### config.mk
export PLATFORM = sky130hd
export DESIGN_NAME = sync_fifo_param
export DESIGN_NICKNAME = d
export VERILOG_FILES = /design/src/rtl/fifo_pkg.sv /design/src/rtl/fifo_mem_dp.sv /design/src/rtl/sync_fifo_param.sv
export SDC_FILE = /design/constraint.sdc
export NUM_CORES = 1
export LEC_CHECK = 0
export ABC_AREA = 1
export CAP_MARGIN = 30
export CORE_MARGIN = 5
export CORE_UTILIZATION = 60
export CTS_BUF_LIST = sky130_fd_sc_hd__clkbuf_8 sky130_fd_sc_hd__clkbuf_16
export CTS_CLUSTER_DIAMETER = 30
export CTS_CLUSTER_SIZE = 12
export DETAILED_ROUTE_END_ITERATION = 8
export GPL_TIMING_DRIVEN = 0
export PLACE_DENSITY = 0.8
export SETUP_SLACK_MARGIN = 0.15
export SYNTH_ARGS = -nofsm -noshare
export SYNTH_HDL_FRONTEND = slang
export SYNTH_SLANG_ARGS = --single-unit
export TNS_END_PERCENT = 10
### constraint.sdc
create_clock -name clock -period 3.8 [get_ports clock]
set_input_delay 1.14 -clock clock [delete_from_list [all_inputs] [get_ports clock]]
set_output_delay 1.14 -clock clock [all_outputs]
set_load 0.1 [all_outputs]
### src/rtl/fifo_pkg.sv
// Shared constants for the parametrised synchronous FIFO.
//   DEF_DATA_WIDTH / DEF_DEPTH : default geometry
//   MODE_STD / MODE_FWFT       : read-mode encodings for the FWFT parameter
package fifo_pkg;

    localparam int DEF_DATA_WIDTH = 8;
    localparam int DEF_DEPTH      = 16;

    localparam int MODE_STD  = 0;
    localparam int MODE_FWFT = 1;

endpackage

### src/rtl/fifo_mem_dp.sv
// Simple dual-port register array: synchronous write, asynchronous read.
// Contents are deliberately not reset.
//   clk_i   : write clock
//   we_i    : write enable
//   waddr_i : write address
//   wdata_i : write data
//   raddr_i : read address
//   rdata_o : read data (combinational from raddr_i)
module fifo_mem_dp #(
    parameter int DATA_WIDTH = 8,
    parameter int DEPTH      = 16
) (
    input  logic                     clk_i,
    input  logic                     we_i,
    input  logic [$clog2(DEPTH)-1:0] waddr_i,
    input  logic [DATA_WIDTH-1:0]    wdata_i,
    input  logic [$clog2(DEPTH)-1:0] raddr_i,
    output logic [DATA_WIDTH-1:0]    rdata_o
);

    logic [DATA_WIDTH-1:0] mem_q [DEPTH];

    always_ff @(posedge clk_i) begin
        if (we_i) begin
            mem_q[waddr_i] <= wdata_i;
        end
    end

    assign rdata_o = mem_q[raddr_i];

endmodule

### src/rtl/sync_fifo_param.sv
// Parametrised single-clock FIFO with fill level, programmable almost flags,
// overflow/underflow pulses, synchronous flush and optional FWFT read mode.
//   clock, reset     : clock and asynchronous active-high reset
//   flush            : synchronous clear of pointers/count/status
//   write_Enable,
//   buffer_Input     : write request and data
//   read_Enable      : read request (standard) or pop (FWFT)
//   buffer_Output,
//   valid_Output     : read data and its qualifier
//   sig_Full, sig_Empty, sig_Almost_Full, sig_Almost_Empty : status flags
//   fill_Count       : stored entries, 0..DEPTH
//   overflow, underflow : one-cycle pulses for rejected write / read
module sync_fifo_param
    import fifo_pkg::*;
#(
    parameter int DATA_WIDTH      = DEF_DATA_WIDTH,
    parameter int DEPTH           = DEF_DEPTH,
    parameter int ADDR_WIDTH      = $clog2(DEPTH),
    parameter int ALMOST_FULL_TH  = DEPTH - 2,
    parameter int ALMOST_EMPTY_TH = 2,
    parameter int FWFT            = MODE_STD
) (
    input  logic                  clock,
    input  logic                  reset,
    input  logic                  flush,
    input  logic                  write_Enable,
    input  logic [DATA_WIDTH-1:0] buffer_Input,
    input  logic                  read_Enable,
    output logic [DATA_WIDTH-1:0] buffer_Output,
    output logic                  valid_Output,
    output logic                  sig_Full,
    output logic                  sig_Empty,
    output logic                  sig_Almost_Full,
    output logic                  sig_Almost_Empty,
    output logic [ADDR_WIDTH:0]   fill_Count,
    output logic                  overflow,
    output logic                  underflow
);

    // Elaboration-time parameter checks.
    if (DEPTH < 4 || (DEPTH & (DEPTH - 1)) != 0) begin : g_bad_depth
        $error("sync_fifo_param: DEPTH must be a power of two and >= 4");
    end
    if (ADDR_WIDTH != $clog2(DEPTH)) begin : g_bad_addr
        $error("sync_fifo_param: ADDR_WIDTH must equal $clog2(DEPTH)");
    end
    if (ALMOST_FULL_TH < 1 || ALMOST_FULL_TH > DEPTH) begin : g_bad_af
        $error("sync_fifo_param: ALMOST_FULL_TH out of range");
    end
    if (ALMOST_EMPTY_TH < 0 || ALMOST_EMPTY_TH > DEPTH - 1) begin : g_bad_ae
        $error("sync_fifo_param: ALMOST_EMPTY_TH out of range");
    end
    if (FWFT != MODE_STD && FWFT != MODE_FWFT) begin : g_bad_mode
        $error("sync_fifo_param: FWFT must be 0 or 1");
    end

    localparam logic [ADDR_WIDTH:0] FullCnt = DEPTH[ADDR_WIDTH:0];
    localparam logic [ADDR_WIDTH:0] AfTh    = ALMOST_FULL_TH[ADDR_WIDTH:0];
    localparam logic [ADDR_WIDTH:0] AeTh    = ALMOST_EMPTY_TH[ADDR_WIDTH:0];
    localparam logic [ADDR_WIDTH:0] One     = 1;

    logic [ADDR_WIDTH:0]   wr_ptr_q, wr_ptr_d;
    logic [ADDR_WIDTH:0]   rd_ptr_q, rd_ptr_d;
    logic [ADDR_WIDTH:0]   count_q, count_d;
    logic                  ovf_q, ovf_d;
    logic                  udf_q, udf_d;
    logic                  full, empty;
    logic                  rd_acc, wr_acc;
    logic [DATA_WIDTH-1:0] head;

    // Wrap bits are kept for pointer bookkeeping; occupancy comes from count_q.
    logic unused_ptr_msb;
    assign unused_ptr_msb = wr_ptr_q[ADDR_WIDTH] ^ rd_ptr_q[ADDR_WIDTH];

    fifo_mem_dp #(
        .DATA_WIDTH (DATA_WIDTH),
        .DEPTH      (DEPTH)
    ) u_mem (
        .clk_i   (clock),
        .we_i    (wr_acc),
        .waddr_i (wr_ptr_q[ADDR_WIDTH-1:0]),
        .wdata_i (buffer_Input),
        .raddr_i (rd_ptr_q[ADDR_WIDTH-1:0]),
        .rdata_o (head)
    );

    always_comb begin
        empty  = (count_q == '0);
        full   = (count_q == FullCnt);
        rd_acc = read_Enable && !empty && !flush;
        // A full FIFO can still take a write when a read frees a slot this cycle.
        wr_acc = write_Enable && (!full || rd_acc) && !flush;

        wr_ptr_d = wr_ptr_q;
        rd_ptr_d = rd_ptr_q;
        count_d  = count_q;
        if (flush) begin
            wr_ptr_d = '0;
            rd_ptr_d = '0;
            count_d  = '0;
        end else begin
            if (wr_acc) wr_ptr_d = wr_ptr_q + One;
            if (rd_acc) rd_ptr_d = rd_ptr_q + One;
            case ({wr_acc, rd_acc})
                2'b10:   count_d = count_q + One;
                2'b01:   count_d = count_q - One;
                default: count_d = count_q;
            endcase
        end

        // Flush suppresses both requests without flagging an error.
        ovf_d = write_Enable && !wr_acc && !flush;
        udf_d = read_Enable && !rd_acc && !flush;
    end

    always_ff @(posedge clock or posedge reset) begin
        if (reset) begin
            wr_ptr_q <= '0;
            rd_ptr_q <= '0;
            count_q  <= '0;
            ovf_q    <= 1'b0;
            udf_q    <= 1'b0;
        end else begin
            wr_ptr_q <= wr_ptr_d;
            rd_ptr_q <= rd_ptr_d;
            count_q  <= count_d;
            ovf_q    <= ovf_d;
            udf_q    <= udf_d;
        end
    end

    assign fill_Count       = count_q;
    assign sig_Full         = full;
    assign sig_Empty        = empty;
    assign sig_Almost_Full  = (count_q >= AfTh);
    assign sig_Almost_Empty = (count_q <= AeTh);
    assign overflow         = ovf_q;
    assign underflow        = udf_q;

    if (FWFT == MODE_FWFT) begin : g_fwft
        // Head of queue is shown directly; zero while empty so reset reads as 0.
        assign buffer_Output = empty ? '0 : head;
        assign valid_Output  = !empty;
    end else begin : g_std
        logic [DATA_WIDTH-1:0] dout_q;
        logic                  valid_q;

        always_ff @(posedge clock or posedge reset) begin
            if (reset) begin
                dout_q  <= '0;
                valid_q <= 1'b0;
            end else begin
                if (rd_acc) dout_q <= head;
                valid_q <= rd_acc;
            end
        end

        assign buffer_Output = dout_q;
        assign valid_Output  = valid_q;
    end

endmodule
## Word-level counts from Yosys, hierarchy flattened

Memories as Yosys holds them, arrays and structs flattened. A register that Yosys moved wholly into a read port is not among the register bits.
Index checks and enable logic that the tools add are counted.
W data, S select, Z words.

| word-level totals | value |
|---|---|
| bits in writable memories | 128 |
| memories kept | 1 |
| output and inout bits | 20 |
| flip-flop bits (word level) | 18 |
| bits of input ports | 13 |

| cells by class | value |
|---|---|
| muxes and demuxes | 8 |
| $add $sub $neg | 4 |
| order comparisons | 2 |
| reductions and logical operators | 18 |
| equality and inequality tests | 3 |

Memory list:

| name | words | bits a word | rd ports | clocked after Yosys merged registers in | wr ports | line | source |
|---|---|---|---|---|---|---|---|
| u_mem.mem_q | 16 | 8 | 1 | 1 | 1 | fifo_mem_dp.sv:21 | `logic [DATA_WIDTH-1:0] mem_q [DEPTH];` |

Operators by type and width:

| operator | number |
|---|---|
| $mux W5 | 5 |
| $add A5 B1 Y5 const B | 3 |
| $pmux W5 S2 | 1 |
| $logic_and A1 B1 Y1 | 8 |
| $eq A5 B5 Y1 const B | 1 |
| $ge A5 B4 Y1 const B | 1 |
| $le A5 B2 Y1 const B | 1 |
| $logic_not A1 Y1 | 5 |
| $logic_not A5 Y1 | 1 |
| $sub A5 B1 Y5 const B | 1 |
| $reduce_bool A2 Y1 | 2 |
| $reduce_bool A3 Y1 | 1 |
| $eq A2 B1 Y1 const B | 1 |
| $eq A2 B2 Y1 const B | 1 |
| $mux W1 | 2 |
| $logic_or A1 B1 Y1 | 1 |

## Longest topological paths before layout

Gate-level depths: netlist of run 1.

| logic depth | value |
|---|---|
| depth after elaboration | 10 |
| depth in mapped cells | 12 |
| mapped depth without buffers | 12 |

## Cells and area by module

From an unflattened synthesis of run 1, not the netlist that was laid out.

| second synthesis, totals | value |
|---|---|
| cell total of the unflattened synthesis | 689 |
| area, all modules | 6,866.6 um^2 |

By module, submodules not included:

| module | cells each | seq. area each (um^2) | area an instance (um^2) | instances |
|---|---|---|---|---|
| fifo_mem_dp | 543 | 3,843.7 | 5,606.6 | 1 |
| sync_fifo_param | 146 | 600.6 | 1,260.0 | 1 |

## Worst setup path before layout of run 1

Ideal clock, no wire load.

| timing | value |
|---|---|
| kind | reg-to-output |
| start point | register count_q[1], in the netlist fill_Count[1] |
| end point | output port sig_Almost_Empty |
| arrival time | 5.629 ns |
| required time | 2.660 ns |
| stages on the path, launching flop included | 2 |
| path slack | -2.969 ns |
| cell sequence | dfrtp_1 a2111oi_0 |

| between the ends | value |
|---|---|
| word-level cells in the longest chain between the ends | 1 |

Ends and longest elaborated chain:

| element | line | source |
|---|---|---|
| start: declaration | sync_fifo_param.sv:64 | `logic [ADDR_WIDTH:0] count_q, count_d;` |
| start signal: assignment | sync_fifo_param.sv:126 | `count_q <= count_d;` |
| $le A5 B2 Y1 | sync_fifo_param.sv:136 | `assign sig_Almost_Empty = (count_q <= AeTh);` |
| end: declaration | sync_fifo_param.sv:34 | `output logic sig_Almost_Empty,` |

Every way passes these cells.

## Worst setup path after layout of run 1

| timing | value |
|---|---|
| start point | register count_q[1], in the netlist fill_Count[1] |
| end point | output port sig_Almost_Full |

| between the ends | value |
|---|---|
| word-level cells in the longest chain between the ends | 1 |

Ends and longest elaborated chain:

| element | line | source |
|---|---|---|
| $ge A5 B4 Y1 | sync_fifo_param.sv:135 | `assign sig_Almost_Full = (count_q >= AfTh);` |
| end: declaration | sync_fifo_param.sv:33 | `output logic sig_Almost_Full,` |

Every way passes these cells.

==> summary.md, run 1 <==
| Metric | Value |
|---|---|
| Worst Path Class, Setup | `reg -> out` |
| Die Y | `between 100 and 150 um` |
| GRT Util Overall | `about a quarter` |
| CP peak stage delay | `about 0.9 ns` |
| Worst EP required | `around 2.7 ns` |
| Status | `finished clean` |
| First DRT Iteration DRCs | `~530` |
| Initial antenna violation count | `0` |
| YS warnings | `0` |
| Global-route wire length before repair | `between 20 and 25 mm` |
| Cell variety after synth | `32` |
| # IOs | `33` |
| Multi-input logic area | `~1700 um^2` |
| Synth Instances | `between 500 and 600` |
| Worst slew margin | `about a third` |
| Worst skew pair latency | `~0.53 ns` |
| Nets | `621` |
| Core area | `approximately 10,000 um^2` |
| Post-DR vias/cell | `just under 6` |
| Initial core utilization | `61.8%` |
| Fill count | `roughly 700` |
| Total length of routed wires | `15.4 mm` |
| GPL Wtd Cong | `between 0.9 and 1` |
| Fin Clk Skew | `around 0.0070 ns` |
| Hold Fails Final Rpt | `0` |
| Sink Count | `around 150` |
| Vias in the first global route | `approximately 4,500` |
| P per Cell Area | `~650 nW/um^2` |
| DIE AREA | `12,900 um^2` |
| Xor/xnor share of the synthesized area | `less than 1%` |
| Post-CTS Hold Buffers | `0` |
| Placed cells | `~700` |
| Largest family of logic cells by synthesized area | `simple AND/OR/NAND/NOR gates` |
| Yosys reg bits | `152` |
| Max capacitance violation total | `0` |
| Setup ws final | `approximately 0.32 ns` |
| Final Slew Violations | `0` |
| Hold Crit Class | `reg -> reg` |
| First-pass DRT Iterations | `5` |
| Compound-cell area share of the yosys netlist | `about a tenth` |
| H-tree lvl count | `4` |
| Remaining antenna violation count | `0` |
| CP max stage cell | `dlygate4sd2_1` |
| RSZ-0062 raised after global routing | `no` |
| Mux cell area share after synthesis | `0%` |
| Worst Path Buf+Inv | `2` |
| Highest clock rate | `around 0.29 GHz` |
| Post-Synth Adder-Cell Area | `1.87%` |
| Max Fanout on Critical Path | `5` |
| Synth Net Count | `between 500 and 600` |
| Num rows | `37` |
| Hold Slack | `around 0.49 ns` |
| Fin Setup TNS | `0 ns` |
| DRC viols | `0` |
| Endpoints failing setup | `0` |
| CTS tree | `built` |
| Largest net degree at the start of global routing | `25` |
| Syn_area_per_cell | `approximately 12 um^2` |
| Post-synthesis simple-gate area fraction | `between 10 and 15%` |
| Cell breakdown of the critical path | `inv_1 -> o31ai_2 -> dlygate4sd2_1` |
| Root cell of the clock tree | `clkbuf_8` |
| CTS Buf Count | `17` |
| Wire per inst | `between 20 and 25 um` |
| CP Capture Type | `output port` |
| HPWL Detailed | `approximately 10 mm` |
| Part of the Yosys area used for sequential elements | `69.0%` |
| Clk slew on worst S/H paths | `roughly 0.060 ns` |
| Non-filler instance count after layout | `~750` |
| P&R area growth vs syn | `17.8%` |
| Grt ovf | `0` |
| CP delay by family, top | `buffers and inverters` |
| Critical Path Source Type | `flop` |
| Crit path DAT | `between 2 and 2.5 ns` |
| Period utilization | `between 90 and 100%` |
| Maximum vdd drop | `approximately 380 uV` |
| Pre-CTS setup slack | `approximately 0.22 ns` |
| Post-Syn Area | `around 6400 um^2` |
| Static Leak | `about 2.8 nW` |
| Least-Margin Pin Slew | `between 1 and 1.5 ns` |
| Ant diodes | `0` |
| I/O Buffers | `32` |
| Vias | `between 4,000 and 5,000` |
| Finished Core Util | `approximately 73%` |
| Sequential cell area | `4440 um^2` |
| Fin crit period | `between 3 and 4 ns` |
| Layout cells sized above 1 | `about a tenth` |
| Bufs on Longest Clock Path | `2` |
| Die extent in x | `around 110 um` |
-- stage by stage --
step | total power, mW | cell area [um^2]
2_1_floorplan | 2.84 | 6460
3_3_place_gp | 3.18 | 6950
3_5_place_dp | 3.20 | 6950
4_1_cts | 4.95 | 7570
5_1_grt | 5.12 | 7580
6_report | 4.95 | 7580
-- state kept, by name, indices dropped and copies added, names as in the netlist --
name / flops
fill_Count: 5
u_mem.mem_q: 128
rd_ptr_q: 4
underflow: 1
valid_Output: 1
wr_ptr_q: 4
buffer_Output: 8
overflow: 1
-- final timing paths --
kind	startpoint	endpoint	slack, ns	cells after the start
max	fill_Count[1]	sig_Almost_Full	0.32	3
max in group asynchronous	reset	rd_ptr_q[1]	2.10	2
min reg2reg	buffer_Output[6]	buffer_Output[6]	0.49	2
min in group asynchronous	reset	buffer_Output[0]	1.13	2
min	buffer_Output[6]	buffer_Output[6]	0.49	2
max reg2reg	fill_Count[4]	u_mem.mem_q[12][5]	1.41	8
-- kinds of logic (layout without fill, tap and decap cells) --
group | after synthesis | count (layout)
xor gates and xnor gates | 2 | 2
and+or+nand+nor | 220 | 220
adders and majority gates | 9 | 9
DFF | 152 | 152
buffers and inverters | 53 | 117
AOI/OAI and AO/OA | 112 | 112
-- routing by layer --
| metal | wire length, um | up-vias | track usage (%) |
|---|---|---|---|
| li1 | - | 2048 | - |
| met1 | 6000 | 2148 | 33.8 |
| met2 | 7600 | 236 | 41.7 |
| met3 | 1440 | 31 | 4.72 |
| met4 | 407 | 0 | 9.13 |
| met5 | 0 | - | 0 |
-- cell type report --
type,instances,area share [%]
multi-input cells,343,23.0
repair buffers,32,4.31
clock buffers,17,5.46
plain buffers,27,2.24
well taps,136,2.24
inverters,26,1.32
clock inverters,15,2.76
flip-flops and latches,152,58.6
-- Yosys cell counts --
library cell / n / area (um^2)
edfxtp_1: 128 / 3840
nor2_1: 120 / 450
o21ai_0: 64 / 320
nand2_1: 56 / 210
o211ai_1: 32 / 240
nand3_1: 31 / 155
dfrtp_1: 24 / 601
inv_1: 20 / 75.1
buf_2: 13 / 65.1
o21ai_1: 10 / 50.1
ha_1: 8 / 100
buf_6: 6 / 67.6
clkbuf_1: 6 / 22.5
inv_2: 3 / 11.3
nand2_2: 3 / 18.8
a21oi_1: 2 / 10.0
buf_4: 2 / 15.0
clkinv_1: 2 / 7.51
nand3_4: 2 / 35.0
nand4_2: 2 / 25.0
nor2_2: 2 / 12.5
nor3_1: 2 / 10.0
a2111oi_0: 1 / 8.76
a31oi_1: 1 / 6.26
fa_1: 1 / 20.0
inv_4: 1 / 6.26
nand2_4: 1 / 11.3
nand4_1: 1 / 6.26
o21bai_1: 1 / 7.51
o31ai_1: 1 / 7.51
xnor2_1: 1 / 8.76
xor2_1: 1 / 8.76
-- worst min-delay path, cell delays in order, from the launching register on --
cell     delay, ns
dfrtp_1       0.35
nand2_1       0.05
nand2_1       0.06
-- repair_timing --
item	4_1_cts	5_1_grt
gates resized for setup	1	3
buffers inserted	0	0
pin swaps	0	0
endpoints found under the setup margin	4	3
-- where the power goes --
part	internal (mW)	total [mW]	switching, mW
Combinational	0.316	1.25	0.938
Sequential	1.88	1.93	0.0519
Clock	1.12	1.77	0.643
-- cell usage in the layout, fill, tap and decap left out, types with 5 or more instances in the layout --
cell / count
edfxtp_1: 128
nor2_1: 120
o21ai_0: 64
nand2_1: 56
o211ai_1: 32
nand3_1: 31
clkdlybuf4s50_1: 28
dfrtp_1: 24
inv_1: 21
clkbuf_16: 16
buf_2: 13
o21ai_1: 10
ha_1: 8
clkbuf_1: 6
buf_6: 6
clkinv_1: 5
bufinv_16: 5
Note: power is estimated with default switching activity, not from simulation.
==> run 2, diff against run 1 <==
==> constraint.sdc (replaced) <==
create_clock -name clock -period 3.8 [get_ports clock]
set_input_delay 1.14 -clock clock [delete_from_list [all_inputs] [get_ports clock]]
set_output_delay 1.14 -clock clock [all_outputs]
set_load 0.05 [all_outputs]
==> summary.md, run 2 (synthesized netlist as in run 1, its figures left out) <==
| Metric | Value |
|---|---|
| Fill count | `704 (was 706)` |
| Endpoints failing setup | `0 (unchanged)` |
| CP Capture Type | `output port (unchanged)` |
| Vias | `4,469 (was 4,463)` |
| Vias in the first global route | `4,406 (was 4,504)` |
| Crit path DAT | `2.25 ns (was 2.34 ns)` |
| Most frequent cells in the layout | `128 x edfxtp_1, 120 x nor2_1, 64 x o21ai_0, 56 x nand2_1 (was 128 x edfxtp_1, 120 x nor2_1, 64 x o21ai_0, 56 x nand2_1, 32 x o211ai_1)` |
| Non-filler instance count after layout | `748 (unchanged)` |
| Initial antenna violation count | `0 (unchanged)` |
| Multi-input logic area | `1720 um^2 (was 1750 um^2)` |
| Highest clock rate | `0.295 GHz (was 0.288 GHz)` |
| I/O Buffers | `32 (unchanged)` |
| Root cell of the clock tree | `clkbuf_8 (unchanged)` |
| Finished Core Util | `72.2% (was 72.8%)` |
| HPWL Detailed | `10.3 mm (was 10.1 mm)` |
| Hold Crit Class | `reg -> reg (unchanged)` |
| Largest Register | `u_mem.mem_q (unchanged)` |
| DRC viols | `0 (unchanged)` |
| Die Y | `114 um (unchanged)` |
| Max capacitance violation total | `0 (unchanged)` |
| Least-Margin Pin Slew | `0.961 ns (was 1.00 ns)` |
| First-pass DRT Iterations | `5 (unchanged)` |
| Total chip power | `4.61 mW (was 4.95 mW)` |
| Hold Slack | `0.476 ns (was 0.488 ns)` |
| GR peak layer | `met2 (unchanged)` |
| Fin Setup TNS | `0 ns (unchanged)` |
| Largest net degree at the start of global routing | `25 (unchanged)` |
| Final Slew Violations | `0 (unchanged)` |
| Largest register FFs | `128 (unchanged)` |
| Grt met1 use | `36.5% (was 33.8%)` |
| H-tree lvl count | `4 (unchanged)` |
| Period utilization | `89.3% (was 91.5%)` |
| Fin crit period | `3.39 ns (was 3.48 ns)` |
| Sink Count | `152 (unchanged)` |
| CTS Buf Count | `17 (unchanged)` |
| DIE AREA | `12,900 um^2 (unchanged)` |
| GRT Util Overall | `25.6% (was 25.3%)` |
| Maximum vdd drop | `350 uV (was 376 uV)` |
| Worst slew margin | `35.8% (was 33.0%)` |
| Status | `finished clean (unchanged)` |
| RSZ-0062 raised after global routing | `no (unchanged)` |
| First DRT Iteration DRCs | `456 (was 534)` |
| Switching power | `1.41 mW (was 1.63 mW)` |
| Remaining antenna violation count | `0 (unchanged)` |
| Wire per inst | `20.5 um (was 20.6 um)` |
| Clk slew on worst S/H paths | `0.06 ns (about the same)` |
| Worst EP required | `2.66 ns (about the same)` |
| Total length of routed wires | `15.3 mm (was 15.4 mm)` |
| P per Cell Area | `613 nW/um^2 (was 653 nW/um^2)` |
| CTS tree | `built (unchanged)` |
| Sequential cell area | `4440 um^2 (unchanged)` |
| Worst Path Class, Setup | `reg -> out (unchanged)` |
| Setup Fix Bufs, Post-CTS | `0 (unchanged)` |
| Cell breakdown of the critical path | `a2111oi_1 -> clkdlybuf4s50_1 (was inv_1 -> o31ai_2 -> dlygate4sd2_1)` |
| Post-cts resize count | `0 (was 1)` |
| Placed cells | `716 (unchanged)` |
| Clock group share of total power | `36.1% (was 35.7%)` |
| Grt ovf | `0 (unchanged)` |
| Die extent in x | `114 um (unchanged)` |
| Pre-CTS setup slack | `0.172 ns (was 0.221 ns)` |
| Post-DR vias/cell | `5.97 (about the same)` |
| GR met3 Demand/Resource | `5.25% (was 4.72%)` |
| P&R area growth vs syn | `16.9% (was 17.8%)` |
| Critical Path Source Type | `flop (unchanged)` |
| Static Leak | `2.77 nW (was 2.82 nW)` |
| Bufs on Longest Clock Path | `2 (unchanged)` |
| Ant diodes | `0 (unchanged)` |
| Post-CTS Hold Buffers | `0 (unchanged)` |
| Switching share of power | `30.7% (was 33.0%)` |
| Num rows | `37 (unchanged)` |
| Worst skew pair latency | `0.52 ns (was 0.53 ns)` |
| Nets | `621 (unchanged)` |
| Internal | `3.19 mW (was 3.32 mW)` |
| # IOs | `33 (unchanged)` |
| Layout cells sized above 1 | `10.6% (unchanged)` |
| Final Cell Area | `7520 um^2 (was 7580 um^2)` |
| Initial core utilization | `61.8% (unchanged)` |
| Most common cell after layout, fill and taps aside | `edfxtp_1 (unchanged)` |
| Hold Fails Final Rpt | `0 (unchanged)` |
| CP peak stage delay | `0.87 ns (was 0.89 ns)` |
| Cell area after placement | `6930 um^2 (was 6950 um^2)` |
| Flop pwr share | `41.7% (was 39.0%)` |
| GR Layer Usage met2 | `40.2% (was 41.7%)` |
| Core area | `10,400 um^2 (unchanged)` |
| Setup ws final | `0.408 ns (was 0.324 ns)` |
| Global-route wire length before repair | `24.5 mm (was 24.2 mm)` |
| Combinational Power Share | `22.2% (was 25.3%)` |
| Max Fanout on Critical Path | `5 (unchanged)` |
| Fin Clk Skew | `0.0110 ns (was 0.00698 ns)` |
| CP max stage cell | `clkdlybuf4s50_1 (was dlygate4sd2_1)` |
| GPL Wtd Cong | `0.916 (was 0.968)` |
## run 2: changes by cell type in the layout (fill, tap and decap cells not counted), moves of 2 or more
cell,delta
clkdlybuf4s50_1,+4
clkinv_4,+3
dlymetal6s2s_1,-3
bufinv_16,-2
## run 2: final cells by class
type / instances / share of cell area [%]
sequential: 152 / 59.1
multi-input combinational: 343 / 22.9
clock buffer: 17 / 5.51
timing repair buffer: 32 / 4.26
clock inverter: 15 / 2.38
buffer: 27 / 2.26
tap: 136 / 2.26
inverter: 26 / 1.33
## run 2: path summary, 6_finish.rpt
path | from | to | slack [ns] | cells after the start
worst max-delay path | fill_Count[1] | sig_Almost_Empty | 0.41 | 2
worst min-delay path | buffer_Output[5] | buffer_Output[5] | 0.48 | 2
worst max register to register | fill_Count[4] | u_mem.mem_q[12][5] | 1.44 | 8
worst min register to register | buffer_Output[5] | buffer_Output[5] | 0.48 | 2
max in group asynchronous | reset | buffer_Output[6] | 2.06 | 2
min in group asynchronous | reset | valid_Output | 1.14 | 2
## run 2: per-layer routing
layer  up-vias  routed length [um]
met5         -                   0
met3        21                1260
li1       2048                   -
met1      2177                6180
met4         0                 323
met2       223                7550
## run 2: critical path, delay by kind of cell (launching register included)
kind	cells	cell delay, ns
AO/OA/AOI/OAI	1	0.41
flip-flops	1	0.45
buffers and inverters	1	0.87
## run 2: power groups by stage
stage | logic (mW) | registers [mW] | clock network [mW]
after global routing | 1.10 | 1.93 | 1.76
after floorplan | 0.485 | 2.12 | 0
after global placement | 0.984 | 1.95 | 0
final | 1.02 | 1.92 | 1.66
after detailed placement | 1.01 | 1.96 | 0
after CTS | 1.02 | 1.92 | 1.67
